## src/rtl/multicycle_ctrl_if.sv

```systemverilog
// Control/handshake bundle between the multi-cycle sequencer and the MIPS datapath.
// The master side is the sequencer; the slave side is the datapath and memory port.
interface multicycle_ctrl_if;
  logic [5:0] opcode;
  logic [5:0] funct;
  logic       alu_zero;
  logic       mem_ready;
  logic       mem_req;
  logic       mem_we;
  logic       mem_sel_data;
  logic       ir_write;
  logic       pc_write;
  logic [1:0] npc_sel;
  logic       reg_write;
  logic       select_regWritten;
  logic       select_anotherAluSource;
  logic       ctrl_dataMem2reg;
  logic [1:0] select_aluPerformance;
  logic [2:0] state;
  logic       instr_retired;
  logic       err;

  modport master (
    input  opcode, funct, alu_zero, mem_ready,
    output mem_req, mem_we, mem_sel_data, ir_write, pc_write, npc_sel,
           reg_write, select_regWritten, select_anotherAluSource,
           ctrl_dataMem2reg, select_aluPerformance, state, instr_retired, err
  );

  modport slave (
    output opcode, funct, alu_zero, mem_ready,
    input  mem_req, mem_we, mem_sel_data, ir_write, pc_write, npc_sel,
           reg_write, select_regWritten, select_anotherAluSource,
           ctrl_dataMem2reg, select_aluPerformance, state, instr_retired, err
  );
endinterface

```

## src/rtl/multicycle_ctrl.sv

```systemverilog
// Multi-cycle MIPS sequencer: FETCH/DECODE/EXEC/MEM/WB over a shared memory port,
// with a wait-state timeout that parks the machine in a sticky ERR state.
module multicycle_ctrl #(
  parameter int unsigned MEM_TIMEOUT = 15,
  parameter int unsigned CNT_W       = 8
) (
  input logic               clk,
  input logic               rst,
  multicycle_ctrl_if.master bus
);

  typedef enum logic [2:0] {
    S_IDLE   = 3'd0,
    S_FETCH  = 3'd1,
    S_DECODE = 3'd2,
    S_EXEC   = 3'd3,
    S_MEM    = 3'd4,
    S_WB     = 3'd5,
    S_ERR    = 3'd7
  } state_e;

  typedef enum logic [3:0] {
    C_NONE, C_ADDU, C_SUBU, C_ORI, C_LUI, C_LW, C_SW, C_BEQ, C_J, C_ILL
  } class_e;

  localparam logic [CNT_W-1:0] TMO_LAST = CNT_W'(MEM_TIMEOUT - 1);
  localparam logic [CNT_W-1:0] CNT_MAX  = '1;

  state_e           state_q, state_d;
  class_e           class_q, class_d;
  logic [CNT_W-1:0] cnt_q, cnt_d;

  class_e     dec_class;
  logic       mem_req, tmo_hit, enter_mem_phase;
  logic       mem_we, mem_sel, ir_write, pc_write, reg_write;
  logic       sel_rd, sel_imm, mem2reg, retired;
  logic [1:0] npc_sel, alu_op;

  function automatic class_e decode_class(logic [5:0] op, logic [5:0] fn);
    class_e c;
    case (op)
      6'h00:   c = (fn == 6'h21) ? C_ADDU : (fn == 6'h23) ? C_SUBU : C_ILL;
      6'h0D:   c = C_ORI;
      6'h0F:   c = C_LUI;
      6'h23:   c = C_LW;
      6'h2B:   c = C_SW;
      6'h04:   c = C_BEQ;
      6'h02:   c = C_J;
      default: c = C_ILL;
    endcase
    return c;
  endfunction

  // Returns {alu_op, b_is_imm}; held unchanged from EXEC through MEM and WB.
  function automatic logic [2:0] alu_ctrl(class_e c);
    logic [2:0] r;
    case (c)
      C_ADDU:     r = 3'b00_0;
      C_SUBU:     r = 3'b01_0;
      C_ORI:      r = 3'b10_1;
      C_LUI:      r = 3'b11_1;
      C_LW, C_SW: r = 3'b00_1;
      C_BEQ:      r = 3'b01_0;
      default:    r = 3'b00_0;
    endcase
    return r;
  endfunction

  assign dec_class = decode_class(bus.opcode, bus.funct);
  assign mem_req   = (state_q == S_FETCH) || (state_q == S_MEM);
  assign tmo_hit   = mem_req && !bus.mem_ready && (cnt_q >= TMO_LAST);

  always_comb begin
    state_d   = state_q;
    class_d   = class_q;
    mem_we    = 1'b0;
    mem_sel   = 1'b0;
    ir_write  = 1'b0;
    pc_write  = 1'b0;
    npc_sel   = 2'b00;
    reg_write = 1'b0;
    sel_rd    = 1'b0;
    sel_imm   = 1'b0;
    mem2reg   = 1'b0;
    alu_op    = 2'b00;
    retired   = 1'b0;
    case (state_q)
      S_IDLE: state_d = S_FETCH;
      S_FETCH: begin
        if (bus.mem_ready) begin
          ir_write = 1'b1;
          pc_write = 1'b1;
          state_d  = S_DECODE;
        end else if (tmo_hit) begin
          state_d = S_ERR;
        end
      end
      S_DECODE: begin
        class_d = dec_class;
        case (dec_class)
          C_J: begin
            pc_write = 1'b1;
            npc_sel  = 2'b10;
            retired  = 1'b1;
            state_d  = S_FETCH;
          end
          C_ILL:   state_d = S_ERR;
          default: state_d = S_EXEC;
        endcase
      end
      S_EXEC: begin
        {alu_op, sel_imm} = alu_ctrl(class_q);
        case (class_q)
          C_ADDU, C_SUBU, C_ORI, C_LUI: state_d = S_WB;
          C_LW, C_SW:                   state_d = S_MEM;
          C_BEQ: begin
            pc_write = bus.alu_zero;
            npc_sel  = bus.alu_zero ? 2'b01 : 2'b00;
            retired  = 1'b1;
            state_d  = S_FETCH;
          end
          default: state_d = S_ERR;
        endcase
      end
      S_MEM: begin
        {alu_op, sel_imm} = alu_ctrl(class_q);
        mem_sel = 1'b1;
        mem_we  = (class_q == C_SW);
        if (bus.mem_ready) begin
          retired = (class_q == C_SW);
          state_d = (class_q == C_SW) ? S_FETCH : S_WB;
        end else if (tmo_hit) begin
          state_d = S_ERR;
        end
      end
      S_WB: begin
        {alu_op, sel_imm} = alu_ctrl(class_q);
        reg_write = 1'b1;
        sel_rd    = (class_q == C_ADDU) || (class_q == C_SUBU);
        mem2reg   = (class_q == C_LW);
        retired   = 1'b1;
        state_d   = S_FETCH;
      end
      S_ERR:   state_d = S_ERR;
      default: state_d = S_ERR;
    endcase
  end

  // Each new memory phase starts its wait budget from zero.
  assign enter_mem_phase = ((state_d == S_FETCH) && (state_q != S_FETCH)) ||
                           ((state_d == S_MEM)   && (state_q != S_MEM));

  always_comb begin
    cnt_d = cnt_q;
    if (enter_mem_phase || bus.mem_ready) begin
      cnt_d = '0;
    end else if (mem_req && (cnt_q != CNT_MAX)) begin
      cnt_d = cnt_q + CNT_W'(1);
    end
  end

  always_ff @(posedge clk or negedge rst) begin
    if (!rst) begin
      state_q <= S_IDLE;
      class_q <= C_NONE;
      cnt_q   <= '0;
    end else begin
      state_q <= state_d;
      class_q <= class_d;
      cnt_q   <= cnt_d;
    end
  end

  assign bus.mem_req                 = mem_req;
  assign bus.mem_we                  = mem_we;
  assign bus.mem_sel_data            = mem_sel;
  assign bus.ir_write                = ir_write;
  assign bus.pc_write                = pc_write;
  assign bus.npc_sel                 = npc_sel;
  assign bus.reg_write               = reg_write;
  assign bus.select_regWritten       = sel_rd;
  assign bus.select_anotherAluSource = sel_imm;
  assign bus.ctrl_dataMem2reg        = mem2reg;
  assign bus.select_aluPerformance   = alu_op;
  assign bus.state                   = state_q;
  assign bus.instr_retired           = retired;
  assign bus.err                     = (state_q == S_ERR);

endmodule
```

## src/flat_wrapper.sv

```systemverilog
// flat-port wrapper written by rule: the top's interface ports become plain ports
module multicycle_ctrl_flat 
#(
  parameter int unsigned MEM_TIMEOUT = 15,
  parameter int unsigned CNT_W       = 8
)
  (clk, rst, bus_opcode, bus_funct, bus_alu_zero, bus_mem_ready, bus_mem_req, bus_mem_we, bus_mem_sel_data, bus_ir_write, bus_pc_write, bus_npc_sel, bus_reg_write, bus_select_regWritten, bus_select_anotherAluSource, bus_ctrl_dataMem2reg, bus_select_aluPerformance, bus_state, bus_instr_retired, bus_err);
  multicycle_ctrl_if bus_i ();
  input logic clk;
  input logic rst;
  input wire logic [$bits(bus_i.opcode)-1:0] bus_opcode;
  input wire logic [$bits(bus_i.funct)-1:0] bus_funct;
  input wire logic [$bits(bus_i.alu_zero)-1:0] bus_alu_zero;
  input wire logic [$bits(bus_i.mem_ready)-1:0] bus_mem_ready;
  output wire logic [$bits(bus_i.mem_req)-1:0] bus_mem_req;
  output wire logic [$bits(bus_i.mem_we)-1:0] bus_mem_we;
  output wire logic [$bits(bus_i.mem_sel_data)-1:0] bus_mem_sel_data;
  output wire logic [$bits(bus_i.ir_write)-1:0] bus_ir_write;
  output wire logic [$bits(bus_i.pc_write)-1:0] bus_pc_write;
  output wire logic [$bits(bus_i.npc_sel)-1:0] bus_npc_sel;
  output wire logic [$bits(bus_i.reg_write)-1:0] bus_reg_write;
  output wire logic [$bits(bus_i.select_regWritten)-1:0] bus_select_regWritten;
  output wire logic [$bits(bus_i.select_anotherAluSource)-1:0] bus_select_anotherAluSource;
  output wire logic [$bits(bus_i.ctrl_dataMem2reg)-1:0] bus_ctrl_dataMem2reg;
  output wire logic [$bits(bus_i.select_aluPerformance)-1:0] bus_select_aluPerformance;
  output wire logic [$bits(bus_i.state)-1:0] bus_state;
  output wire logic [$bits(bus_i.instr_retired)-1:0] bus_instr_retired;
  output wire logic [$bits(bus_i.err)-1:0] bus_err;
  assign bus_i.opcode = bus_opcode;
  assign bus_i.funct = bus_funct;
  assign bus_i.alu_zero = bus_alu_zero;
  assign bus_i.mem_ready = bus_mem_ready;
  assign bus_mem_req = bus_i.mem_req;
  assign bus_mem_we = bus_i.mem_we;
  assign bus_mem_sel_data = bus_i.mem_sel_data;
  assign bus_ir_write = bus_i.ir_write;
  assign bus_pc_write = bus_i.pc_write;
  assign bus_npc_sel = bus_i.npc_sel;
  assign bus_reg_write = bus_i.reg_write;
  assign bus_select_regWritten = bus_i.select_regWritten;
  assign bus_select_anotherAluSource = bus_i.select_anotherAluSource;
  assign bus_ctrl_dataMem2reg = bus_i.ctrl_dataMem2reg;
  assign bus_select_aluPerformance = bus_i.select_aluPerformance;
  assign bus_state = bus_i.state;
  assign bus_instr_retired = bus_i.instr_retired;
  assign bus_err = bus_i.err;
  multicycle_ctrl #(.MEM_TIMEOUT(MEM_TIMEOUT), .CNT_W(CNT_W)) u_core (.clk(clk), .rst(rst), .bus(bus_i));
endmodule
```

## config.mk

```make
export PLATFORM = sky130hd
export DESIGN_NAME = multicycle_ctrl_flat
export DESIGN_NICKNAME = d
export VERILOG_FILES = /design/src/rtl/multicycle_ctrl_if.sv /design/src/rtl/multicycle_ctrl.sv /design/src/flat_wrapper.sv
export SDC_FILE = /design/constraint.sdc
export NUM_CORES = 1
export LEC_CHECK = 0
export CAP_MARGIN = 40
export CORE_ASPECT_RATIO = 2
export CORE_MARGIN = 2
export CORE_UTILIZATION = 49
export DETAILED_ROUTE_END_ITERATION = 6
export PLACE_DENSITY = 0.8
export SYNTH_ARGS = -nofsm -noshare
export SYNTH_HDL_FRONTEND = slang
export SYNTH_SLANG_ARGS = --single-unit
```

## constraint.sdc

```tcl
create_clock -name clk -period 2.8 [get_ports clk]
set_clock_uncertainty 0.15 [all_clocks]
set_input_delay 0.56 -clock clk [delete_from_list [all_inputs] [get_ports clk]]
set_output_delay 0.56 -clock clk [all_outputs]
set_load 0.01 [all_outputs]
```

==> metrics.md, run 1 <==
| Metric | Value |
|---|---|
| Status | finished, final reports clean |
| Antenna-violating nets left | 0 |
| Wirelength per Cell | 15.97 um |
| Final wirelength | between 3000 and 4000 um |
| Worst-case reg-to-reg path depth | 9 |
| Worst min-delay path startpoint | u_core.cnt_q[0]$_DFFE_PN0P_ |
| Clock Tree Buf Depth | 2 |
| Startpoint Class | flip-flop |
| Std-Cell Rows | 27 |
| Yosys top cell by area | dfrtp_1 |
| Fin. Hold Viols | 0 |
| Share of layout cells above drive strength 1 | 0.2196 |
| Avg Vias per Cell | 5.840 |
| Met1 Track Usage GR | 0.2549 |
| Area contributors post-synth | dfrtp_1 28%, nor2_1 7.5%, xor2_1 5.2% |
| Last element of the critical path | bus_mem_we |
| Most used flip-flop cell after synthesis | dfrtp_1 |
| Die outline height | just under 80 um |
| Min-Delay Path Class | flip-flop to flip-flop |
| Mapped Area | 1351 sq um |
| Syn_nets | 185 |
| Worst r2r dst | u_core.cnt_q[1]$_DFFE_PN0P_ |
| Most frequent cell after synthesis | nor2_1 |
| Clock root buffer | clkbuf_8 |
| Min Hold Slack | between 0.4 and 0.5 ns |
| Max cap viols | 0 |
| Clk_lat worst skew | approximately 0.25 ns |
| CP Buf/Inv Count | 1 |
| H-tree levels | 1 |
| Worst path top cell family by delay | simple AND/OR/NAND/NOR gates |
| Number of synthesis warnings | 0 |
| Nets | between 200 and 250 |
| First-pass GRT wire length | roughly 6200 um |
| Worst Path Arrival | slightly above 2 ns |
| Worst EP required | around 2.1 ns |
| Critical Path Max Stage Delay | 0.57 ns |
| Vias in the first global route | 1449 |
| Cts bufs inserted | 3 |
| Initial Utilization | 0.5000 |
| Seq/Total Area, Yosys | 0.2778 |
| Input/output buffers | 33 |
| Area Growth Syn to Fin | 38.61% |
| Crit Path Category | flip-flop to primary output |
| Diodes inserted | 0 |
| Ratio of final minimum period to clock period | 0.9828 |
| Drc violations | 0 |
| Tot GR Track Use | 0.2687 |
| Pins Over Slew Limit | 0 |
| CTS tree | built |
| Die Wd | approximately 41 um |
| Filler cells | 226 |
| Share of the synthesized area in the top cell type | 0.2778 |
| Most used routing layer | met2 |
| Max VDD drop | between 150 and 200 uV |
| Clock transition at path regs | 0.06 ns |
| Final-report setup violation count | 0 |
| Place WS | -0.5703 ns |
| Initial antenna violation count | 0 |
| Critical Path Sink Type | primary output |
| Largest net degree at the start of global routing | 16 |
| Total gr overflow | 0 |
| Cell Chain, Critical Path | nor4bb_1 -> and2_1 -> clkdlybuf4s50_1 |
| Core Area | 2703 sq um |
| Levels on crit path | 3 |
| Slowest cell on the critical path | nor4bb_1 |
| Async S/R FF share, synth | 1.000 |
| I/O pin cnt | 34 |
| Register area | about 380 sq um |
| DR pass1 iterations | 4 |
| Syn Inst Count | around 160 |
| Slew of the pin with the lowest slew margin | just under 0.7 ns |
| Worst Path Max Fanout | 6 |
| Yosys reg bits | 15 |
| Pwr per Cell Area | 244.9 nW/um^2 |
| Sink Count | 15 |
| Setup ws final | 0.04830 ns |
| Synth top cells by count | 27 x nor2_1, 15 x dfrtp_1, 14 x nand2_1 |
| R2r setup slk | 0.37 ns |
| Synth unique cells | 54 |
| GPL Wtd Cong | 0.8129 |
| CP startpoint | u_core.class_q[3]$_DFFE_PN0P_ |
| Minimum clock period | 2.752 ns |
| Met2 GRT Util | 0.5047 |
| RSZ-0062 raised after global routing | no |
| Dpl hpwl | 3138 um |
| P_leak | 0.0008007 uW |
| Vias | between 1000 and 1500 |
| DR iter-0 viols | 34 |
| GRT met3 Usage | 0.02260 |
| Fmax | 0.3634 GHz |
| Post-synth EDFFs | 0 |
| Die Area | between 3000 and 4000 sq um |
| Reg2reg start | u_core.cnt_q[0]$_DFFE_PN0P_ |
| Worst relative slew slack | 0.5489 |
| Multi-input gate area | 920.9 sq um |
| Avg Inst Size Synth | 8.240 sq um |
-- report_power, final --
part	switching, uW	internal, uW
registers	0.000000000000389	217
clock network	79.9	98.6
logic	29.1	34.4
-- per-stage QoR --
stage               instances  area, sq um  total power (uW)  utilization  setup TNS, ns
floorplan                 164         1351             239.3            -              0
global placement          237         1815             282.2       0.6718         -1.399
detailed placement        237         1815             284.7       0.6718         -2.183
CTS                       243         1866             458.9       0.6903              0
global route              243         1873             477.4       0.6931              0
finish                    243         1873             458.7       0.6931              0
-- what timing repair did --
item,CTS,global route
hold buffers,0,0
gates resized for setup,18,5
endpoints found under the setup margin,3,6
setup buffers,2,0
pin swaps,5,1
-- worst min-delay path: stages, from the launching register on --
cell	delay (ns)
dfrtp_1	0.41
xnor2_1	0.13
nor2_1	0.04
-- per-layer routing --
layer / vias up / wire [um]
li1: 692 / -
met1: 678 / 1268
met2: 35 / 2400
met3: 14 / 76
met4: 0 / 136
met5: - / 0
-- logic make-up (layout without fill, tap and decap cells) --
logic type      Yosys count  count (layout)  share of synthesized area
compound gates           36              36                     0.2056
xor+xnor                 11              11                    0.07130
flops                    15              15                     0.2778
mux                       3               3                    0.02685
buf+inv                  14              64                    0.05000
simple gates             80              80                     0.3222
fa+ha+maj                 5               5                    0.04630
-- layout by cell type (no fill, tap or decap), types with 3 or more instances in the layout --
cell type | netlist | final
nor2_1 | 27 | 27
clkdlybuf4s50_1 | 0 | 26
buf_4 | 1 | 21
nand2_1 | 14 | 14
dfrtp_1 | 15 | 12
xor2_1 | 8 | 8
a21oi_1 | 7 | 7
inv_1 | 6 | 6
and3_1 | 6 | 6
a31oi_1 | 5 | 5
nor3_1 | 5 | 5
o21ai_0 | 5 | 5
ha_1 | 5 | 5
dlygate4sd2_1 | 0 | 4
xnor2_1 | 3 | 3
nand4_1 | 3 | 3
clkbuf_8 | 0 | 3
buf_2 | 3 | 3
dfrtp_2 | 0 | 3
-- registers in the layout (all words and copies together) (netlist names) --
| name | cells |
|---|---|
| u_core.cnt_q | 8 |
| u_core.bus.state | 3 |
| u_core.class_q | 4 |
-- layout make-up --
class,instances,share of cell area
flip-flops and latches,15,0.2024
well taps,29,0.01937
clock inverters,1,0.002672
inverters,6,0.01202
clock buffers,3,0.02204
multi-input cells,135,0.4916
repair buffers,54,0.2498
-- worst min path at each step --
stage / endpoint / slack [ns] / cells past startpoint
floorplan: u_core.bus.state[0]$_DFF_PN0_ / 0.11 / 0
global placement: u_core.cnt_q[0]$_DFFE_PN0P_ / 0.44 / 2
detailed placement: u_core.cnt_q[0]$_DFFE_PN0P_ / 0.44 / 2
CTS: u_core.cnt_q[0]$_DFFE_PN0P_ / 0.45 / 2
global route: u_core.cnt_q[0]$_DFFE_PN0P_ / 0.47 / 2
finish: u_core.cnt_q[0]$_DFFE_PN0P_ / 0.46 / 2
Note: power is estimated with default switching activity, not from simulation.
==> inputs of run 2 (changes only) <==
==> constraint.sdc (replaced) <==
create_clock -name clk -period 2.8 [get_ports clk]
set_clock_uncertainty 0.15 [all_clocks]
set_input_delay 0.84 -clock clk [delete_from_list [all_inputs] [get_ports clk]]
set_output_delay 0.84 -clock clk [all_outputs]
set_load 0.01 [all_outputs]
==> metrics.md, run 2 (synthesis results as in run 1) <==
| Metric | Value |
|---|---|
| Die Area | 3219 sq um (unchanged) |
| Biggest register | u_core.cnt_q |
| Worst relative slew slack | 0.5417 (-0.007282) |
| Crit Path Category | primary input to primary output |
| Clock root buffer | clkbuf_8 |
| Tot Pwr | 462.9 uW (+0.90%) |
| Diodes inserted | 0 (unchanged) |
| Share of layout cells above drive strength 1 | 0.3170 (+0.09734) |
| Cell Chain, Critical Path | buf_6 -> or4_4 -> nor3_4 -> and2_4 -> a21oi_2 -> a21oi_2 -> buf_2 |
| Last element of the critical path | bus_instr_retired |
| Worst-case reg-to-reg path depth | 8 (-1) |
| Filler cells | 205 (-9.3%) |
| Startpoint Class | primary input |
| Dpl hpwl | 3151 um (+0.42%) |
| Clock Tree Buf Depth | 2 (unchanged) |
| Place WS | -1.064 ns (-0.4937 ns) |
| Wirelength per Cell | 15.94 um (-0.17%) |
| Fin. Hold Viols | 0 (unchanged) |
| Design area | 2058 sq um (+9.9%) |
| DR top layer | met4 |
| CP startpoint | bus_opcode[5] |
| Commonest non-fill, non-tap cell in the layout | buf_4 |
| Number of flip-flops in the largest register | 8 (unchanged) |
| Setup ws final | -0.2748 ns (-0.3231 ns) |
| Core Area | 2703 sq um (unchanged) |
| Worst min-delay path startpoint | u_core.cnt_q[3]$_DFFE_PN0P_ |
| First-pass GRT wire length | 6437 um (+4.0%) |
| Largest net degree at the start of global routing | 16 (unchanged) |
| P_leak | 0.0009451 uW (+18%) |
| H-tree levels | 1 (unchanged) |
| Sink Count | 15 (unchanged) |
| DR pass1 iterations | 4 (unchanged) |
| Vias in the first global route | 1569 (+8.3%) |
| Worst path top cell family by delay | simple AND/OR/NAND/NOR gates |
| Clk_lat worst skew | 0.25 ns (about the same) |
| Tot GR Track Use | 0.2806 (+0.01188) |
| RSZ-0062 raised after global routing | yes |
| Initial antenna violation count | 0 (unchanged) |
| Reg2reg start | u_core.bus.state[2]$_DFF_PN0_ |
| Commonest non-fill, non-tap cells in the layout | 28 x buf_4, 26 x nor2_1, 16 x clkdlybuf4s50_1, 14 x nand2_1, 12 x dfrtp_1 |
| Final-report setup violation count | 4 (+4) |
| Clock transition at path regs | 0.06 ns (about the same) |
| Die outline height | 78.27 um (unchanged) |
| R2r setup slk | 0.48 ns (+0.11 ns) |
| Cts bufs inserted | 3 (unchanged) |
| Std-Cell Rows | 27 (unchanged) |
| Worst Path Arrival | 2.08 ns (+0.04 ns) |
| Met2 WL post-DR | 2417 um (+0.71%) |
| Fmax | 0.3252 GHz (-11%) |
| CTS tree | built |
| DR iter-0 viols | 30 (-12%) |
| Die Wd | 41.14 um (unchanged) |
| Avg Vias per Cell | 5.917 (+1.3%) |
| M1 WL | 1374 um (+8.4%) |
| Levels on crit path | 7 (+4) |
| Input/output buffers | 33 (unchanged) |
| Critical Path Sink Type | primary output |
| Worst EP required | 1.81 ns (-0.28 ns) |
| Core Util, Final | 0.7616 (+0.06852) |
| Vias | 1497 (+5.5%) |
| Ratio of final minimum period to clock period | 1.098 (+0.1154) |
| Worst r2r dst | u_core.cnt_q[0]$_DFFE_PN0P_ |
| Slew of the pin with the lowest slew margin | 0.6854 ns (+0.01089 ns) |
| CP dominant cell by count | a21oi_2 |
| Pwr per Cell Area | 224.9 nW/um^2 (-8.2%) |
| Status | finished with violations |
| Area Growth Syn to Fin | 52.31% |
| Total gr overflow | 0 (unchanged) |
| Placement Cell Area | 1899 sq um (+4.6%) |
| CP Buf/Inv Count | 2 (+1) |
| Setup TNS | -0.8175 ns (-0.8175 ns) |
| DR WL met3 | 86 um (+13%) |
| Final wirelength | 4034 um (+3.9%) |
| Hold Path Cell Cnt | 2 (unchanged) |
| Cts hold-fix bufs | 0 (unchanged) |
| Failing checks | negative setup slack |
| Pins Over Slew Limit | 0 (unchanged) |
| Nets | 246 (+4.2%) |
| I/O pin cnt | 34 (unchanged) |
| Antenna-violating nets left | 0 (unchanged) |
| Max VDD drop | 293.7 uV (+50%) |
| Minimum clock period | 3.075 ns (+0.3231 ns) |
| Slowest cell on the critical path | or4_4 |
| Min-Delay Path Class | flip-flop to flip-flop |
| Drc violations | 0 (unchanged) |
| Max cap viols | 0 (unchanged) |
| GPL Wtd Cong | 0.8218 (+1.1%) |
| Critical Path Max Stage Delay | 0.55 ns (-0.02 ns) |
| Worst Path Max Fanout | 2 (-4) |
| Initial Utilization | 0.5000 (unchanged) |
[run 2: cell count changes in the layout (fill, tap and decap cells not counted), sizes merged]
cell	delta
buf	+14
clkdlybuf4s15	+1
clkdlybuf4s50	-10
dlygate4sd2	+1
dlymetal6s2s	+4
[run 2: cell type report]
type,instances,area [sq um],area share
flip-flops and latches,15,379.1,0.1842
repair buffers,64,569.3,0.2766
inverters,6,22.52,0.01094
clock buffers,3,41.29,0.02006
clock inverters,1,5.005,0.002432
multi-input cells,135,1005,0.4881
well taps,29,36.28,0.01763
[run 2: through the flow]
step | hold WS [ns] | std cells
finish | 0.4667 | 253
global route | 0.5167 | 253
CTS | 0.4688 | 252
detailed placement | 0.4546 | 246
global placement | 0.4249 | 246
floorplan | 0.3944 | 164
[run 2: worst reg2reg max path: cells and delay by family (launching register included)]
| family | cells | cell delay, ns |
|---|---|---|
| AO/OA/AOI/OAI | 2 | 0.43 |
| buffers and inverters | 2 | 0.33 |
| AND/OR/NAND/NOR | 3 | 0.43 |
| flip-flops | 1 | 0.44 |
| multiplexers | 1 | 0.42 |
[run 2: where the power goes]
part	switching (uW)	total (uW)	internal, uW
Combinational	32.4	68.6	36.2
Clock	79.0	178	98.5
Sequential	0.000000000000370	217	217
[run 2: worst min path at each step]
stage | endpoint
after floorplan | u_core.bus.state[0]$_DFF_PN0_
after global placement | u_core.cnt_q[0]$_DFFE_PN0P_
after detailed placement | u_core.cnt_q[3]$_DFFE_PN0P_
after CTS | u_core.cnt_q[3]$_DFFE_PN0P_
after global routing | u_core.cnt_q[0]$_DFFE_PN0P_
final | u_core.cnt_q[3]$_DFFE_PN0P_
[run 2: timing repair]
action / 4_1_cts / 5_1_grt
endpoints found under the setup margin: 20 / 17
buffers inserted: 3 / 1
pin swaps: 10 / 5
resized for setup: 51 / 13
[run 2: per-layer routing]
layer,track usage,vias to the layer above
li1,-,710
met1,0.2613,737
met2,0.5156,35
met3,0.03107,15
met4,0.1548,0
met5,0,-
==> inputs of run 3 (changes only) <==
CORE_MARGIN = not set   (was 2)
==> metrics.md, run 3 (synthesis results as in run 1) <==
| Metric | Value |
|---|---|
| Minimum clock period | 3.077 ns (+0.002054 ns) |
| P_leak | 0.001043 uW (+10%) |
| Worst relative slew slack | 0.5663 (+0.02469) |
| Filler cells | 165 (-20%) |
| Nets | 251 (+2.0%) |
| Initial antenna violation count | 0 (unchanged) |
| Biggest register | u_core.cnt_q |
| Crit Path Category | primary input to primary output |
| Number of flip-flops in the largest register | 8 (unchanged) |
| Met2 GRT Util | 0.5500 (+0.03438) |
| CP Buf/Inv Count | 2 (unchanged) |
| Std-Cell Rows | 26 (-3.7%) |
| Diodes inserted | 0 (unchanged) |
| Worst Path Max Fanout | 2 (unchanged) |
| Total gr overflow | 0 (unchanged) |
| CTS tree | built |
| Die outline height | 76.27 um (-2.6%) |
| RSZ-0062 raised after global routing | yes |
| Vias | 1476 (-1.4%) |
| I/O pin cnt | 34 (unchanged) |
| Input/output buffers | 33 (unchanged) |
| Die Area | 2985 sq um (-7.3%) |
| Placement Cell Area | 1921 sq um (+1.1%) |
| First-pass GRT wire length | 6161 um (-4.3%) |
| Failing checks | negative setup slack |
| Slew of the pin with the lowest slew margin | 0.6484 ns (-0.03691 ns) |
| Tot Pwr | 457.1 uW (-1.2%) |
| Final wirelength | 3913 um (-3.0%) |
| Min-Delay Path Class | flip-flop to flip-flop |
| Setup ws final | -0.2769 ns (-0.002054 ns) |
| Pwr per Cell Area | 218.6 nW/um^2 (-2.8%) |
| Final-report setup violation count | 3 (-1) |
| Cts hold-fix bufs | 0 (unchanged) |
| Worst Path Arrival | 2.09 ns (about the same) |
| DR iter-0 viols | 65 (+120%) |
| Cell Chain, Critical Path | buf_6 -> or4_4 -> nor3_4 -> and2_4 -> a21oi_2 -> a21oi_2 -> buf_2 |
| Worst path top cell family by delay | simple AND/OR/NAND/NOR gates |
| Fin. Hold Viols | 0 (unchanged) |
| GPL Wtd Cong | 0.8406 (+2.3%) |
| GRT met3 Usage | 0.02915 (-0.001919) |
| Antenna-violating nets left | 0 (unchanged) |
| Drc violations | 0 (unchanged) |
| Status | finished with violations |
| Pins Over Slew Limit | 0 (unchanged) |
| Clk_lat worst skew | 0.24 ns (about the same) |
| Max cap viols | 0 (unchanged) |
| Core Area | 2570 sq um (-4.9%) |
| Fmax | 0.3250 GHz (about the same) |
| H-tree levels | 1 (unchanged) |
| Clock Tree Buf Depth | 2 (unchanged) |
| Met1 Track Usage GR | 0.2703 (+0.009009) |
| Clock root buffer | clkbuf_8 |
| Wirelength per Cell | 15.23 um (-4.5%) |
| Avg Vias per Cell | 5.743 (-2.9%) |
| Max VDD drop | 333.8 uV (+14%) |
| Critical Path Sink Type | primary output |
| Startpoint Class | primary input |
| Design area | 2091 sq um (+1.6%) |
| Slowest cell on the critical path | or4_4 |
| Area Growth Syn to Fin | 54.72% |
| Dpl hpwl | 2940 um (-6.7%) |
| Ratio of final minimum period to clock period | 1.099 (about the same) |
| Commonest non-fill, non-tap cells in the layout | 35 x buf_4, 25 x nor2_1, 14 x clkdlybuf4s50_1, 13 x nand2_1, 13 x dfrtp_1 |
| Cts bufs inserted | 3 (unchanged) |
| Worst EP required | 1.81 ns (about the same) |
| Largest net degree at the start of global routing | 16 (unchanged) |
| DR pass1 iterations | 4 (unchanged) |
| Vias in the first global route | 1472 (-6.2%) |
| CP dominant cell by count | a21oi_2 |
| Critical Path Max Stage Delay | 0.55 ns (about the same) |
| Die Wd | 39.14 um (-4.9%) |
| Commonest non-fill, non-tap cell in the layout | buf_4 |
| Share of layout cells above drive strength 1 | 0.3450 (+0.02801) |
| Most used routing layer | met2 |
| Clock transition at path regs | 0.06 ns (about the same) |
| Initial Utilization | 0.5258 (+0.02580) |
| Tot GR Track Use | 0.2802 (-0.0003867) |
| Sink Count | 15 (unchanged) |
[run 3: repair_timing]
| item | CTS | global route |
|---|---|---|
| gates resized for setup | 47 | 18 |
| setup endpoints to repair | 19 | 18 |
| pin swaps | 6 | 5 |
| endpoints found under the hold margin | 0 | 0 |
| buffers inserted | 3 | 2 |
[run 3: final cells by class]
class                      count  area, sq um  area share
multi-input combinational    135         1003      0.4799
timing repair buffer          69        605.6      0.2896
sequential                    15        377.9      0.1807
clock buffer                   3        41.29     0.01975
tap                           28        35.03     0.01676
inverter                       6        22.52     0.01077
clock inverter                 1        5.005    0.002394
[run 3: final timing paths]
path,start,endpoint,slack (ns),cells past startpoint
worst max register to register,u_core.bus.state[1]$_DFF_PN0_,u_core.cnt_q[1]$_DFFE_PN0P_,0.47,11
min in group asynchronous,rst,u_core.cnt_q[1]$_DFFE_PN0P_,0.84,1
worst min register to register,u_core.cnt_q[0]$_DFFE_PN0P_,u_core.cnt_q[0]$_DFFE_PN0P_,0.46,2
worst min-delay path,u_core.cnt_q[0]$_DFFE_PN0P_,u_core.cnt_q[0]$_DFFE_PN0P_,0.46,2
worst max-delay path,bus_opcode[4],bus_instr_retired,-0.28,7
max in group asynchronous,rst,u_core.bus.state[1]$_DFF_PN0_,1.20,1
[run 3: metal layers]
| metal | part of all wire | wire length, um |
|---|---|---|
| met1 | 0.35 | 1389 |
| met5 | 0 | 0 |
| met3 | 0.028 | 108 |
| met4 | 0.0092 | 36 |
| met2 | 0.61 | 2379 |
[run 3: where the power goes]
| group | internal, uW | switching (uW) |
|---|---|---|
| registers | 217 | 0.000000000000385 |
| logic | 37.2 | 31.5 |
| clock network | 98.3 | 73.2 |
[run 3: tightest hold or removal path, stage by stage (launching register included)]
cell and delay [ns]:
dfrtp_1 0.40, xnor2_1 0.09, nor2_1 0.08
[run 3: through the flow]
| stage | setup TNS (ns) | setup slack (ns) | hold slack, ns | util | std cells |
|---|---|---|---|---|---|
| after floorplan | -0.1630 | -0.08779 | 0.3944 | - | 164 |
| after global placement | -6.800 | -1.015 | 0.4214 | 0.7473 | 248 |
| after detailed placement | -7.246 | -1.077 | 0.4379 | 0.7473 | 248 |
| after CTS | -0.9639 | -0.3522 | 0.4551 | 0.7897 | 255 |
| after global routing | -0.8685 | -0.3160 | 0.4830 | 0.8135 | 257 |
| final | -0.7807 | -0.2769 | 0.4575 | 0.8135 | 257 |
